## src/rtl/shift_arbiter_if.sv

```systemverilog
// One requester's view of the shift arbiter: an operation request
// channel and the matching result handshake.
interface shift_arbiter_if #(
   parameter int WIDTH = 32,
   parameter int SHW   = 5
);
   logic             req_valid;
   logic             req_ready;
   logic [WIDTH-1:0] req_data;
   logic [SHW-1:0]   req_amount;
   logic [1:0]       req_sel;
   logic             rsp_valid;
   logic             rsp_ready;

   modport master (
      output req_valid,
      output req_data,
      output req_amount,
      output req_sel,
      output rsp_ready,
      input  req_ready,
      input  rsp_valid
   );

   modport slave (
      input  req_valid,
      input  req_data,
      input  req_amount,
      input  req_sel,
      input  rsp_ready,
      output req_ready,
      output rsp_valid
   );
endinterface

```

## src/rtl/shift_arbiter.sv

```systemverilog
// Round-robin sharing of one external combinational shifter between
// two requesters; one operation in flight, registered operands/result.
module shift_arbiter #(
   parameter int WIDTH = 32,
   parameter int SHW   = 5
) (
   input  logic             clk,
   input  logic             rst,
   shift_arbiter_if.slave   req0,
   shift_arbiter_if.slave   req1,
   output logic [WIDTH-1:0] rsp_result,
   output logic [WIDTH-1:0] sh_data,
   output logic [SHW-1:0]   sh_amount,
   output logic [1:0]       sh_sel,
   input  logic [WIDTH-1:0] sh_result
);

   typedef enum logic [1:0] {
      IDLE,
      EXEC,
      RESP
   } state_e;

   state_e state_q, state_d;

   logic [WIDTH-1:0] data_q, data_d;
   logic [WIDTH-1:0] result_q, result_d;
   logic [SHW-1:0]   amount_q, amount_d;
   logic [1:0]       sel_q, sel_d;
   logic             owner_q, owner_d;
   logic             last_q, last_d;

   logic grant0;
   logic grant1;
   logic accept;
   logic rsp_done;

   // last_q names the previous winner; ties go to the other port
   assign grant0 = req0.req_valid
                 & (~req1.req_valid | last_q);
   assign grant1 = req1.req_valid
                 & (~req0.req_valid | ~last_q);

   assign accept   = (state_q == IDLE)
                   & (grant0 | grant1);
   assign rsp_done = owner_q ? req1.rsp_ready
                             : req0.rsp_ready;

   // operand regs only move on accept, so sh_* hold outside EXEC
   assign sh_data    = data_q;
   assign sh_amount  = amount_q;
   assign sh_sel     = sel_q;
   assign rsp_result = result_q;

   always_ff @(posedge clk) begin
      if (rst) begin
         state_q <= IDLE;
      end else begin
         state_q <= state_d;
      end
   end

   always_comb begin
      state_d = state_q;
      unique case (state_q)
         IDLE: if (grant0 | grant1) state_d = EXEC;
         EXEC: state_d = RESP;
         RESP: if (rsp_done) state_d = IDLE;
         default: state_d = IDLE;
      endcase
   end

   always_comb begin
      req0.req_ready = 1'b0;
      req1.req_ready = 1'b0;
      req0.rsp_valid = 1'b0;
      req1.rsp_valid = 1'b0;
      unique case (state_q)
         IDLE: begin
            req0.req_ready = grant0;
            req1.req_ready = grant1;
         end
         RESP: begin
            req0.rsp_valid = ~owner_q;
            req1.rsp_valid = owner_q;
         end
         default: ;
      endcase
   end

   always_comb begin
      data_d   = data_q;
      amount_d = amount_q;
      sel_d    = sel_q;
      owner_d  = owner_q;
      last_d   = last_q;
      result_d = result_q;
      if (accept) begin
         data_d   = grant1 ? req1.req_data
                           : req0.req_data;
         amount_d = grant1 ? req1.req_amount
                           : req0.req_amount;
         sel_d    = grant1 ? req1.req_sel
                           : req0.req_sel;
         owner_d  = grant1;
         last_d   = grant1;
      end
      if (state_q == EXEC) begin
         result_d = sh_result;
      end
   end

   always_ff @(posedge clk) begin
      if (rst) begin
         data_q   <= '0;
         amount_q <= '0;
         sel_q    <= '0;
         owner_q  <= 1'b0;
         last_q   <= 1'b1;
         result_q <= '0;
      end else begin
         data_q   <= data_d;
         amount_q <= amount_d;
         sel_q    <= sel_d;
         owner_q  <= owner_d;
         last_q   <= last_d;
         result_q <= result_d;
      end
   end

endmodule
```

## src/flat_wrapper.sv

```systemverilog
// flat-port wrapper written by rule: the top's interface ports become plain ports
module shift_arbiter_flat 
#(
   parameter int WIDTH = 32,
   parameter int SHW   = 5
)
  (clk, rst, rsp_result, sh_data, sh_amount, sh_sel, sh_result, req0_req_valid, req0_req_data, req0_req_amount, req0_req_sel, req0_rsp_ready, req0_req_ready, req0_rsp_valid, req1_req_valid, req1_req_data, req1_req_amount, req1_req_sel, req1_rsp_ready, req1_req_ready, req1_rsp_valid);
  shift_arbiter_if #(.WIDTH(WIDTH), .SHW(SHW)) req0_i ();
  shift_arbiter_if #(.WIDTH(WIDTH), .SHW(SHW)) req1_i ();
  input  logic clk;
  input  logic rst;
  output logic [WIDTH-1:0] rsp_result;
  output logic [WIDTH-1:0] sh_data;
  output logic [SHW-1:0] sh_amount;
  output logic [1:0] sh_sel;
  input  logic [WIDTH-1:0] sh_result;
  input wire logic [$bits(req0_i.req_valid)-1:0] req0_req_valid;
  input wire logic [$bits(req0_i.req_data)-1:0] req0_req_data;
  input wire logic [$bits(req0_i.req_amount)-1:0] req0_req_amount;
  input wire logic [$bits(req0_i.req_sel)-1:0] req0_req_sel;
  input wire logic [$bits(req0_i.rsp_ready)-1:0] req0_rsp_ready;
  output wire logic [$bits(req0_i.req_ready)-1:0] req0_req_ready;
  output wire logic [$bits(req0_i.rsp_valid)-1:0] req0_rsp_valid;
  input wire logic [$bits(req1_i.req_valid)-1:0] req1_req_valid;
  input wire logic [$bits(req1_i.req_data)-1:0] req1_req_data;
  input wire logic [$bits(req1_i.req_amount)-1:0] req1_req_amount;
  input wire logic [$bits(req1_i.req_sel)-1:0] req1_req_sel;
  input wire logic [$bits(req1_i.rsp_ready)-1:0] req1_rsp_ready;
  output wire logic [$bits(req1_i.req_ready)-1:0] req1_req_ready;
  output wire logic [$bits(req1_i.rsp_valid)-1:0] req1_rsp_valid;
  assign req0_i.req_valid = req0_req_valid;
  assign req0_i.req_data = req0_req_data;
  assign req0_i.req_amount = req0_req_amount;
  assign req0_i.req_sel = req0_req_sel;
  assign req0_i.rsp_ready = req0_rsp_ready;
  assign req0_req_ready = req0_i.req_ready;
  assign req0_rsp_valid = req0_i.rsp_valid;
  assign req1_i.req_valid = req1_req_valid;
  assign req1_i.req_data = req1_req_data;
  assign req1_i.req_amount = req1_req_amount;
  assign req1_i.req_sel = req1_req_sel;
  assign req1_i.rsp_ready = req1_rsp_ready;
  assign req1_req_ready = req1_i.req_ready;
  assign req1_rsp_valid = req1_i.rsp_valid;
  shift_arbiter #(.WIDTH(WIDTH), .SHW(SHW)) u_core (.clk(clk), .rst(rst), .req0(req0_i), .req1(req1_i), .rsp_result(rsp_result), .sh_data(sh_data), .sh_amount(sh_amount), .sh_sel(sh_sel), .sh_result(sh_result));
endmodule
```

## config.mk

```make
export PLATFORM = sky130hd
export DESIGN_NAME = shift_arbiter_flat
export DESIGN_NICKNAME = d
export VERILOG_FILES = /design/src/rtl/shift_arbiter_if.sv /design/src/rtl/shift_arbiter.sv /design/src/flat_wrapper.sv
export SDC_FILE = /design/constraint.sdc
export NUM_CORES = 1
export LEC_CHECK = 0
export ABC_AREA = 1
export ABC_CLOCK_PERIOD_IN_PS = 1700
export BUFFER_PORTS_ARGS = -buffer_cell sky130_fd_sc_hd__buf_2
export CAP_MARGIN = 10
export CORE_ASPECT_RATIO = 1.1
export CORE_MARGIN = 8
export CORE_UTILIZATION = 40
export DETAILED_ROUTE_END_ITERATION = 8
export PLACE_DENSITY_LB_ADDON = 0.25
export RECOVER_POWER = 100
export SYNTH_ARGS = -nofsm -noshare
export SYNTH_HDL_FRONTEND = slang
export SYNTH_SLANG_ARGS = --single-unit
```

## constraint.sdc

```tcl
create_clock -name clk -period 1.7 [get_ports clk]
set_clock_uncertainty 0.2 [all_clocks]
set_input_delay 0.085 -clock clk [delete_from_list [all_inputs] [get_ports clk]]
set_output_delay 0.085 -clock clk [all_outputs]
set_load 0.05 [all_outputs]
```

After elaboration in Yosys (flattened, before gate mapping). Index checks and enable logic that the tools add are counted. W data, S select, Z words.

Flip-flop bits (word level): 75. Input port bits: 116. Logic and storage cells: 34.

Equal/unequal tests: 4. Muxes and demuxes: 11. Bitwise gates (word level): 10. Reduce and logical (&&, ||, !) cells: 2.

Operators by type and width (number): $mux W32 (1); $mux W2 (3); $pmux W2 S3 (1); $mux W1 (5); $mux W5 (1); $not A1 Y1 (4); $and A1 B1 Y1 (3); $or A1 B1 Y1 (3); $eq A2 B1 Y1 const B (1); $eq A2 B2 Y1 const B (1); $logic_not A2 Y1 (1); $ne A2 B1 Y1 const B (1); $ne A2 B2 Y1 const B (1); $reduce_and A2 Y1 (1).

Depth between registers and ports, before layout. Gate-level depths: netlist of run 1.

Depth after elaboration: 6. Mapped depth: 8. Gate-level depth less buffers: 6.

Worst setup path before layout of run 1. Ideal clock, no wire load.

Path kind: register to output. From: register u_core.state_q[1]. To: output port req0_req_ready. Arrival: 1.367 ns. Required time: 1.415 ns. Path slack: 0.048 ns. Cell stages (with the launch flop): 4. Path through: dfxtp_1 > nor2_1 > nand2_1 > a21oi_1.

Cells in the longest elaborated chain, start to end: 2.

Ends and longest elaborated chain: start: declaration (RTL line shift_arbiter.sv:24) `state_e state_q, state_d;`; start signal: assignment (RTL line shift_arbiter.sv:59) `state_q <= state_d;`; $logic_not A2 Y1 (RTL line shift_arbiter.sv:78) `unique case (state_q)`; $mux W1 (RTL line shift_arbiter.sv:78); end: declaration (RTL line flat_wrapper.sv:22) `output wire logic [$bits(req0_i.req_ready)-1:0] req0_req_ready;`.

Every way passes these cells.

Worst setup path in the final report of run 1.
From: register u_core.state_q[1]. To: register u_core.result_q[7], in the netlist u_core.rsp_result[7].

Cells in the longest elaborated chain, start to end: 1.

Ends and longest elaborated chain: $eq A2 B1 Y1 (RTL line shift_arbiter.sv:108) `if (state_q == EXEC) begin`; end signal: assignment (RTL line shift_arbiter.sv:127) `result_q <= result_d;`; end: declaration (RTL line shift_arbiter.sv:27) `logic [WIDTH-1:0] result_q, result_d;`.

Every way passes these cells. A chain may end at the register's enable or synchronous reset.

==> results of run 1 <==
sequential cells by signal, summed over array words and instances, names as in the netlist:
name and count:
u_core.last_q 1, u_core.owner_q 1, u_core.rsp_result 32, u_core.sh_amount 5, u_core.sh_data 32, u_core.sh_sel 2
u_core.state_q 2
power by group:
part	internal [mW]	switching, mW	total, mW
Sequential	1.96	0.110	2.07
Combinational	0.607	1.38	1.98
Clock	0.679	0.662	1.34
per-stage QoR:
step	TNS, ns	worst slack [ns]	util
CTS	0	0.03069	0.6929
detailed placement	0	0.04301	0.5325
floorplan	0	0.04838	-
global route	-0.3135	-0.06442	0.6817
finish	0	0.09135	0.6817
global placement	0	0.1187	0.5325
final timing paths:
kind | from | to | slack, ns
worst max-delay path | u_core.state_q[1] | u_core.rsp_result[7] | 0.09
worst min-delay path | req1_req_valid | u_core.owner_q | 0.05
worst max register to register | u_core.state_q[1] | u_core.rsp_result[7] | 0.09
worst min register to register | u_core.rsp_result[12] | u_core.rsp_result[12] | 0.29
layout by cell type, fill, tap and decap left out:
cell type and instances:
buf_12 2, clkbuf_4 2, dlygate4sd3_1 113, clkbuf_2 1, dfxtp_1 75, nor2_2 1, nand2_1 162, o21ai_0 33
clkbuf_8 9, a21oi_1 3, buf_4 7, nand2_2 1, buf_2 116, clkinvlp_4 3, nand2_4 1, clkinv_2 2
nand3_1 42, inv_6 1, clkbuf_1 72, inv_1 44, inv_2 1, diode_2 1, nor2_1 146, bufinv_16 1
critical path, stage by stage, from the launching register on:
cell and delay [ns]:
dfxtp_1 0.34, inv_1 0.06, nand2_1 0.12, clkinvlp_4 0.45, nor2_1 0.26, nor2_1 0.07
kinds of logic (layout without fill, tap and decap cells):
family                 Yosys count  in the layout  synth area share
other                            0              1                 0
and+or+nand+nor                353            353            0.4051
DFF                             75             75            0.4399
AOI/OAI and AO/OA               36             36           0.05608
buffers and inverters           80            374           0.09897
cell type report:
cell class,count,area (um^2),area share
clock inverters,6,63.81,0.01125
flip-flops and latches,75,1501,0.2647
multi-input cells,389,1570,0.2769
diodes,1,2.502,0.0004412
clock buffers,10,127.6,0.02250
inverters,46,176.4,0.03111
repair buffers,312,2091,0.3686
well taps,111,138.9,0.02449
layer usage:
layer / GRT usage / share of wire / routed length, um
met5: 0 / 0 / 0
met4: 0.1121 / 0.044 / 548
met3: 0.07902 / 0.088 / 1109
met2: 0.3515 / 0.47 / 5924
met1: 0.2144 / 0.40 / 4979
timing repair:
item / CTS / global route
hold endpoints to repair: 74 / 0
setup endpoints to repair: 2 / 34
buffers inserted: 0 / 0
hold buffers: 113 / 0
resized for setup: 4 / 1
==> flow_metrics.tcl, run 1 <==
set metrics [dict create \
    status "completed" \
    synth_commonest_cells "nand2_1, nor2_1, dfxtp_1" \
    htreeDepth 3 \
    synth-async-reset-ratio 0 \
    timing.critical_path.from_type "flip-flop" \
    vdd.ir_drop.worst_uv 406.8 \
    antenna_left 0 \
    die_h_um 112.9 \
    place_inst 820 \
    dr.pass1.iters 4 \
    antenna_found_initial 1 \
    vias 4361 \
    grt-ovfl-total 0 \
    period_minus_slack_ns 1.609 \
    dieArea_um2 11750 \
    clockBufferDepth 2 \
    gp_congestion 0.7792 \
    die_width_um 104.1 \
    slew_viol_final 0 \
    rsz0062_at_grt "true" \
    max_slew.worst_pin.slew_ns 0.6869 \
    start_util 0.4102 \
    grt_pass1_wl_um 20270 \
    yosysMostFrequentCell "nand2_1" \
    nets 949 \
    post_drt_wl_per_cell_um 13.22 \
    synthDistinctLibCells 14 \
    synth-seq-cells 75 \
    insertion_delay_ns 0.33 \
    p_per_area_nw_per_um2 951.7 \
    cts_sinks 75 \
    hold_viol 0 \
    min_path_type "primary input to flip-flop" \
    hpwl_um 7705 \
    cts_tree "yes" \
    synth.area.top_cells "dfxtp_1, nand2_1, nor2_1, nand3_1, inv_1" \
    post-route-cell-area_um2 5672 \
    maxCapViolations 0 \
    synthCells 544 \
    grt_max_degree 43 \
    drtIter0Drc 179 \
    viasPerCell 4.591 \
    netlist_area_um2 3413 \
    fillers 719 \
    numPortBuffers 190 \
    postSynthAreaPerCell_um2 6.274 \
    yosys_warnings 0 \
    ys_seq_area_frac 0.4399 \
    path_clk_slew_ns 0.07 \
    path_class "flip-flop to flip-flop" \
    whs_ns 0.04888 \
    synth_top_cell_area_share 0.4399 \
    synth_edf_count 0 \
    core-area_um2 8320 \
    max_freq_ghz 0.6216 \
    drive_above_1_share 0.1766 \
    place_area_um2 4431 \
    cts-root-buf "clkbuf_8" \
    remaining_drc_errors 0 \
    stdcell_count 950 \
    cts_buffers 9 \
    crit_required_ns 1.72 \
    track_usage 0.2057 \
    synth_top_area_cell "dfxtp_1" \
    syn_to_final_growth_pct 66.17 \
    power_mw 5.398 \
    r2r_cells 5 \
    whs_path_depth 3 \
    grt_pass1_vias 4403 \
    crit_arrival_ns 1.63 \
    synth_top_flop_cell "dfxtp_1" \
    cp-end-kind "flip-flop" \
    p_leak_nw 2.810 \
    boundaryPins 191 \
    worstPathMaxFanout 32 \
    row_count 35 \
    max_slew_margin 0.5440 \
    fin_crit_sh 0.9463 \
    final-setup-viol-count 0 \
    drt-total-wl_um 12560 \
    syn_nets 660 \
]
No activity file was read; power rests on OpenSTA's default activity.
==> inputs of run 2 (changes only) <==
Settings changed: ABC_CLOCK_PERIOD_IN_PS 1700 to 1600.
Clock period 1.7 ns to 1.6 ns, I/O delays scaled along.
==> flow_metrics.tcl, run 2 (same netlist as run 1, synthesis figures left out) <==
set metrics [dict create \
    hold_viol 0 \
    cts_buffers 9 \
    maxCapViolations 0 \
    cts_tree "yes" \
    place_area_um2 4474 \
    syn_to_final_growth_pct 71.33 \
    dieArea_um2 11750 \
    grt_pass1_vias 4445 \
    path_class "flip-flop to output pin" \
    final-setup-viol-count 0 \
    grt-ovfl-total 0 \
    dr.pass1.iters 6 \
    timing.critical_path.from_type "flip-flop" \
    crit_required_ns 1.32 \
    final_common_cell "nand2_1" \
    ff_latch_area_um2 1504 \
    grt_pass1_wl_um 21220 \
    nets 951 \
    antenna_found_initial 2 \
    max_slew.worst_pin.slew_ns 0.6326 \
    vias 4385 \
    post_drt_wl_per_cell_um 13.69 \
    status "completed" \
    gp_congestion 0.8143 \
    worstPathMaxFanout 3 \
    insertion_delay_ns 0.34 \
    path_clk_slew_ns 0.07 \
    die_h_um 112.9 \
    row_count 35 \
    antenna_left 0 \
    crit_arrival_ns 1.25 \
    cp-end-kind "output pin" \
    place_inst 822 \
    rsz0062_at_grt "false" \
    start_util 0.4102 \
    drive_above_1_share 0.2312 \
    hpwl_um 7882 \
    core-area_um2 8320 \
    final_cell_mix "nand2_1, nor2_1, buf_2, dlygate4sd3_1, dfxtp_1" \
    drtIter0Drc 298 \
    period_minus_slack_ns 1.535 \
    power_mw 6.134 \
    fin_crit_sh 0.9592 \
    clockBufferDepth 2 \
    multi_input_area_um2 1609 \
    fillers 669 \
    slew_viol_final 0 \
    stdcell_count 951 \
    min_path_type "primary input to flip-flop" \
    p_per_area_nw_per_um2 1049 \
    track_usage 0.2153 \
    die_width_um 104.1 \
    layout_setup_ws_ns 0.06536 \
    place_ws_ns 0.1862 \
    post-route-cell-area_um2 5848 \
    htreeDepth 3 \
    max_freq_ghz 0.6516 \
    max_slew_margin 0.5800 \
    numPortBuffers 190 \
    drt-total-wl_um 13020 \
    boundaryPins 191 \
    grt_max_degree 59 \
    viasPerCell 4.611 \
    cts-root-buf "clkbuf_8" \
    vdd.ir_drop.worst_uv 541.1 \
    remaining_drc_errors 0 \
    p_leak_nw 2.987 \
    cts_sinks 75 \
]
-- run 2: cell count changes in the layout (fill, tap and decap cells not counted), sizes merged --
cell and change:
clkinv -2, clkinvlp -1, clkbuf -2, inv +1, buf +3, bufinv +2
-- run 2: critical path, stage by stage, from the launching register on --
cell	delay [ns]
dfxtp_1	0.35
nor2_4	0.15
nand2_1	0.09
a21oi_2	0.11
buf_4	0.21
-- run 2: metrics by stage --
step | TNS (ns) | util | hold slack (ns)
2_1_floorplan | 0 | - | -0.05093
3_3_place_gp | 0 | 0.5377 | 0.1031
3_5_place_dp | 0 | 0.5377 | 0.1050
4_1_cts | -0.02472 | 0.7044 | 0.05469
5_1_grt | 0 | 0.7029 | 0.02451
6_report | 0 | 0.7029 | 0.01945
-- run 2: final timing paths --
path / slack, ns / cells after the start / start / to
max: 0.07 / 4 / u_core.state_q[0] / req0_req_ready
min: 0.02 / 3 / req1_req_valid / u_core.owner_q
max reg2reg: 0.14 / 7 / u_core.last_q / u_core.sh_data[10]
min reg2reg: 0.29 / 2 / u_core.rsp_result[28] / u_core.rsp_result[28]
-- run 2: layout make-up --
class / count / share of cell area
timing repair buffer: 314 / 0.3733
multi-input combinational: 389 / 0.2751
sequential: 75 / 0.2572
inverter: 46 / 0.02953
tap: 111 / 0.02375
clock buffer: 9 / 0.02118
clock inverter: 6 / 0.01947
antenna: 1 / 0.0004279
-- run 2: per-layer routing --
layer | up-vias | GRT usage | wire [um]
met4 | 2 | 0.08889 | 314
met1 | 1942 | 0.2386 | 5283
met5 | - | 0 | 12
met3 | 28 | 0.08016 | 1149
met2 | 193 | 0.3647 | 6257
li1 | 2220 | - | -
-- run 2: power breakdown --
group	internal (mW)	switching, mW
clock network	1.03	0.709
registers	2.09	0.125
logic	0.695	1.48
-- run 2: repair_timing --
action | CTS | global route
endpoints found under the setup margin | 4 | 4
hold endpoints to repair | 74 | 0
hold buffers | 113 | 0
buffers inserted | 0 | 0
gates resized for setup | 6 | 11
cloned | 0 | 0
==> inputs of run 3 (changes only) <==
Settings changed: ABC_AREA 1 to not set.
==> flow_metrics.tcl, run 3 <==
set metrics [dict create \
    fillers 595 \
    period_minus_slack_ns 1.612 \
    place_inst 661 \
    antenna_left 0 \
    critical_path.cell_chain "or3b_4 -> nor2_4 -> buf_8" \
    crit_arrival_ns 1.33 \
    violations "negative setup slack" \
    status "finished with violations" \
    dieArea_um2 11420 \
    postSynthAreaPerCell_um2 8.573 \
    vias 4051 \
    layout_setup_ws_ns -0.01188 \
    max_freq_ghz 0.6204 \
    syn_to_final_growth_pct 74.11 \
    max_slew.worst_pin.slew_ns 0.6304 \
    p_leak_nw 2.431 \
    core-area_um2 7955 \
    remaining_drc_errors 0 \
    drtIter0Drc 178 \
    path_clk_slew_ns 0.07 \
    cts_buffers 9 \
    numPortBuffers 190 \
    synth-seq-cells 75 \
    post-route-cell-area_um2 5747 \
    critical-path-slowest-cell "or3b_4" \
    p_clk_frac 0.275 \
    synth_top_area_cell "dfxtp_1" \
    pwr-share-comb 0.350 \
    place_ws_ns 0.07254 \
    synth_top_cell_area_share 0.4549 \
    cts_tree "yes" \
    boundaryPins 191 \
    grt_pass1_vias 4148 \
    drt-total-wl_um 12950 \
    swShare 0.3684 \
    rsz0062_at_grt "true" \
    worstPathMaxFanout 3 \
    final-setup-viol-count 1 \
    min_path_type "primary input to flip-flop" \
    die_h_um 111.3 \
    crit_required_ns 1.32 \
    vdd.ir_drop.worst_uv 626.9 \
    place_area_um2 4456 \
    insertion_delay_ns 0.33 \
    slew_viol_final 0 \
    ys_seq_area_frac 0.4549 \
    max_slew_margin 0.5815 \
    cts-root-buf "clkbuf_8" \
    nets 795 \
    seqPwrFrac 0.376 \
    row_count 34 \
    synth.area.top_cells "dfxtp_1, a311oi_2, nand2_1, a21oi_1, clkbuf_1" \
    top_layer_used "met4" \
    start_util 0.4149 \
    critPathMaxStageDelay_ns 0.41 \
    route.met3.wl_um 1282 \
    p_per_area_nw_per_um2 1007 \
    fin_crit_sh 1.007 \
    grt-ovfl-total 0 \
    yosys_warnings 0 \
    grt_pass1_wl_um 20040 \
    gp_congestion 0.7697 \
    dr.pass1.iters 4 \
    die_width_um 102.6 \
    htreeDepth 3 \
    final_common_cell "nand2_1" \
    drive_above_1_share 0.3246 \
    post_drt_wl_per_cell_um 16.31 \
    power_mw 5.785 \
    cts_sinks 75 \
    timing.critical_path.from_type "flip-flop" \
    path_class "flip-flop to output pin" \
    synth_commonest_cells "nand2_1, dfxtp_1, a21oi_1" \
    final_cell_mix "nand2_1, buf_2, dlygate4sd3_1, a21oi_1, dfxtp_1" \
    synth-async-reset-ratio 0 \
    p_sw_mw 2.131 \
    hold_viol 0 \
    hpwl_um 7741 \
    netlist_area_um2 3301 \
    grt_max_degree 40 \
    cp-end-kind "output pin" \
    viasPerCell 5.102 \
    stdcell_count 794 \
    antenna_found_initial 2 \
    synth_top_flop_cell "dfxtp_1" \
    synthDistinctLibCells 23 \
    synth_edf_count 0 \
    track_usage 0.2168 \
    p_int_mw 3.654 \
    synthCells 385 \
    clockBufferDepth 2 \
    syn_nets 501 \
    crit_buf_inv 1 \
    cpLargestDelayFamily "simple AND/OR/NAND/NOR gates" \
    yosysMostFrequentCell "nand2_1" \
    dr_wl_met2_um 6173 \
    wl_met1_um 5103 \
    maxCapViolations 0 \
]
## run 3: layout make-up
class | count | area [um^2] | area share
repair buffers | 321 | 2262 | 0.3936
multi-input cells | 272 | 1623 | 0.2824
flip-flops and latches | 75 | 1505 | 0.2619
well taps | 108 | 135.1 | 0.02351
clock buffers | 10 | 127.6 | 0.02221
clock inverters | 6 | 88.84 | 0.01546
diodes | 2 | 5.005 | 0.0008709
## run 3: what timing repair did
item                                    in CTS  in global routing
resized for setup                           14                  5
pin swaps                                    2                  0
buffers inserted                             2                  0
endpoints found under the setup margin       4                 27
hold endpoints to repair                    74                  0
hold buffers                               113                  0
## run 3: power by group through the flow
stage,sequential (mW),combinational (mW),clock [mW]
2_1_floorplan,2.81,0.685,0
3_3_place_gp,2.19,1.81,0
3_5_place_dp,2.20,1.83,0
4_1_cts,2.16,2.08,1.64
5_1_grt,2.19,2.14,1.72
6_report,2.17,2.02,1.59
## run 3: worst paths after layout
check	startpoint	endpoint	slack, ns	cells after the start
hold / removal	req1_req_valid	u_core.sh_amount[4]	0.12	4
hold reg to reg	u_core.rsp_result[2]	u_core.rsp_result[2]	0.26	2
setup reg to reg	u_core.state_q[0]	u_core.sh_data[11]	0.04	5
setup / recovery	u_core.state_q[0]	req0_req_ready	-0.01	3
## run 3: cell families (layout without fill, tap and decap cells)
kind of cell | count (synthesis) | after routing | synth area share
muxes | 1 | 1 | 0.003033
other | 0 | 2 | 0
buffers and inverters | 38 | 337 | 0.05724
DFF | 75 | 75 | 0.4549
and+or+nand+nor | 156 | 156 | 0.1876
AOI/OAI and AO/OA | 115 | 115 | 0.2972
## run 3: through the flow
stage            util  hold slack, ns  setup TNS (ns)
5_1_grt        0.7224          0.1314         -0.2135
6_report       0.7224          0.1166        -0.01188
4_1_cts        0.7372          0.1001        -0.03416
3_3_place_gp   0.5601          0.1198               0
3_5_place_dp   0.5601          0.1271               0
2_1_floorplan       -         0.01600        -0.02204
## run 3: worst reg2reg max path, delay by kind of cell (launching register included)
kind,cells,cell delay (ns)
and+or+nand+nor,1,0.11
DFF,1,0.33
buffers and inverters,2,0.41
AOI/OAI and AO/OA,2,0.41
## run 3: layer usage
metal  up-vias  GRT usage
met5         -          0
met2       202     0.3569
met3        35    0.07349
met1      1892     0.2391
met4         0     0.1088
li1       1922          -
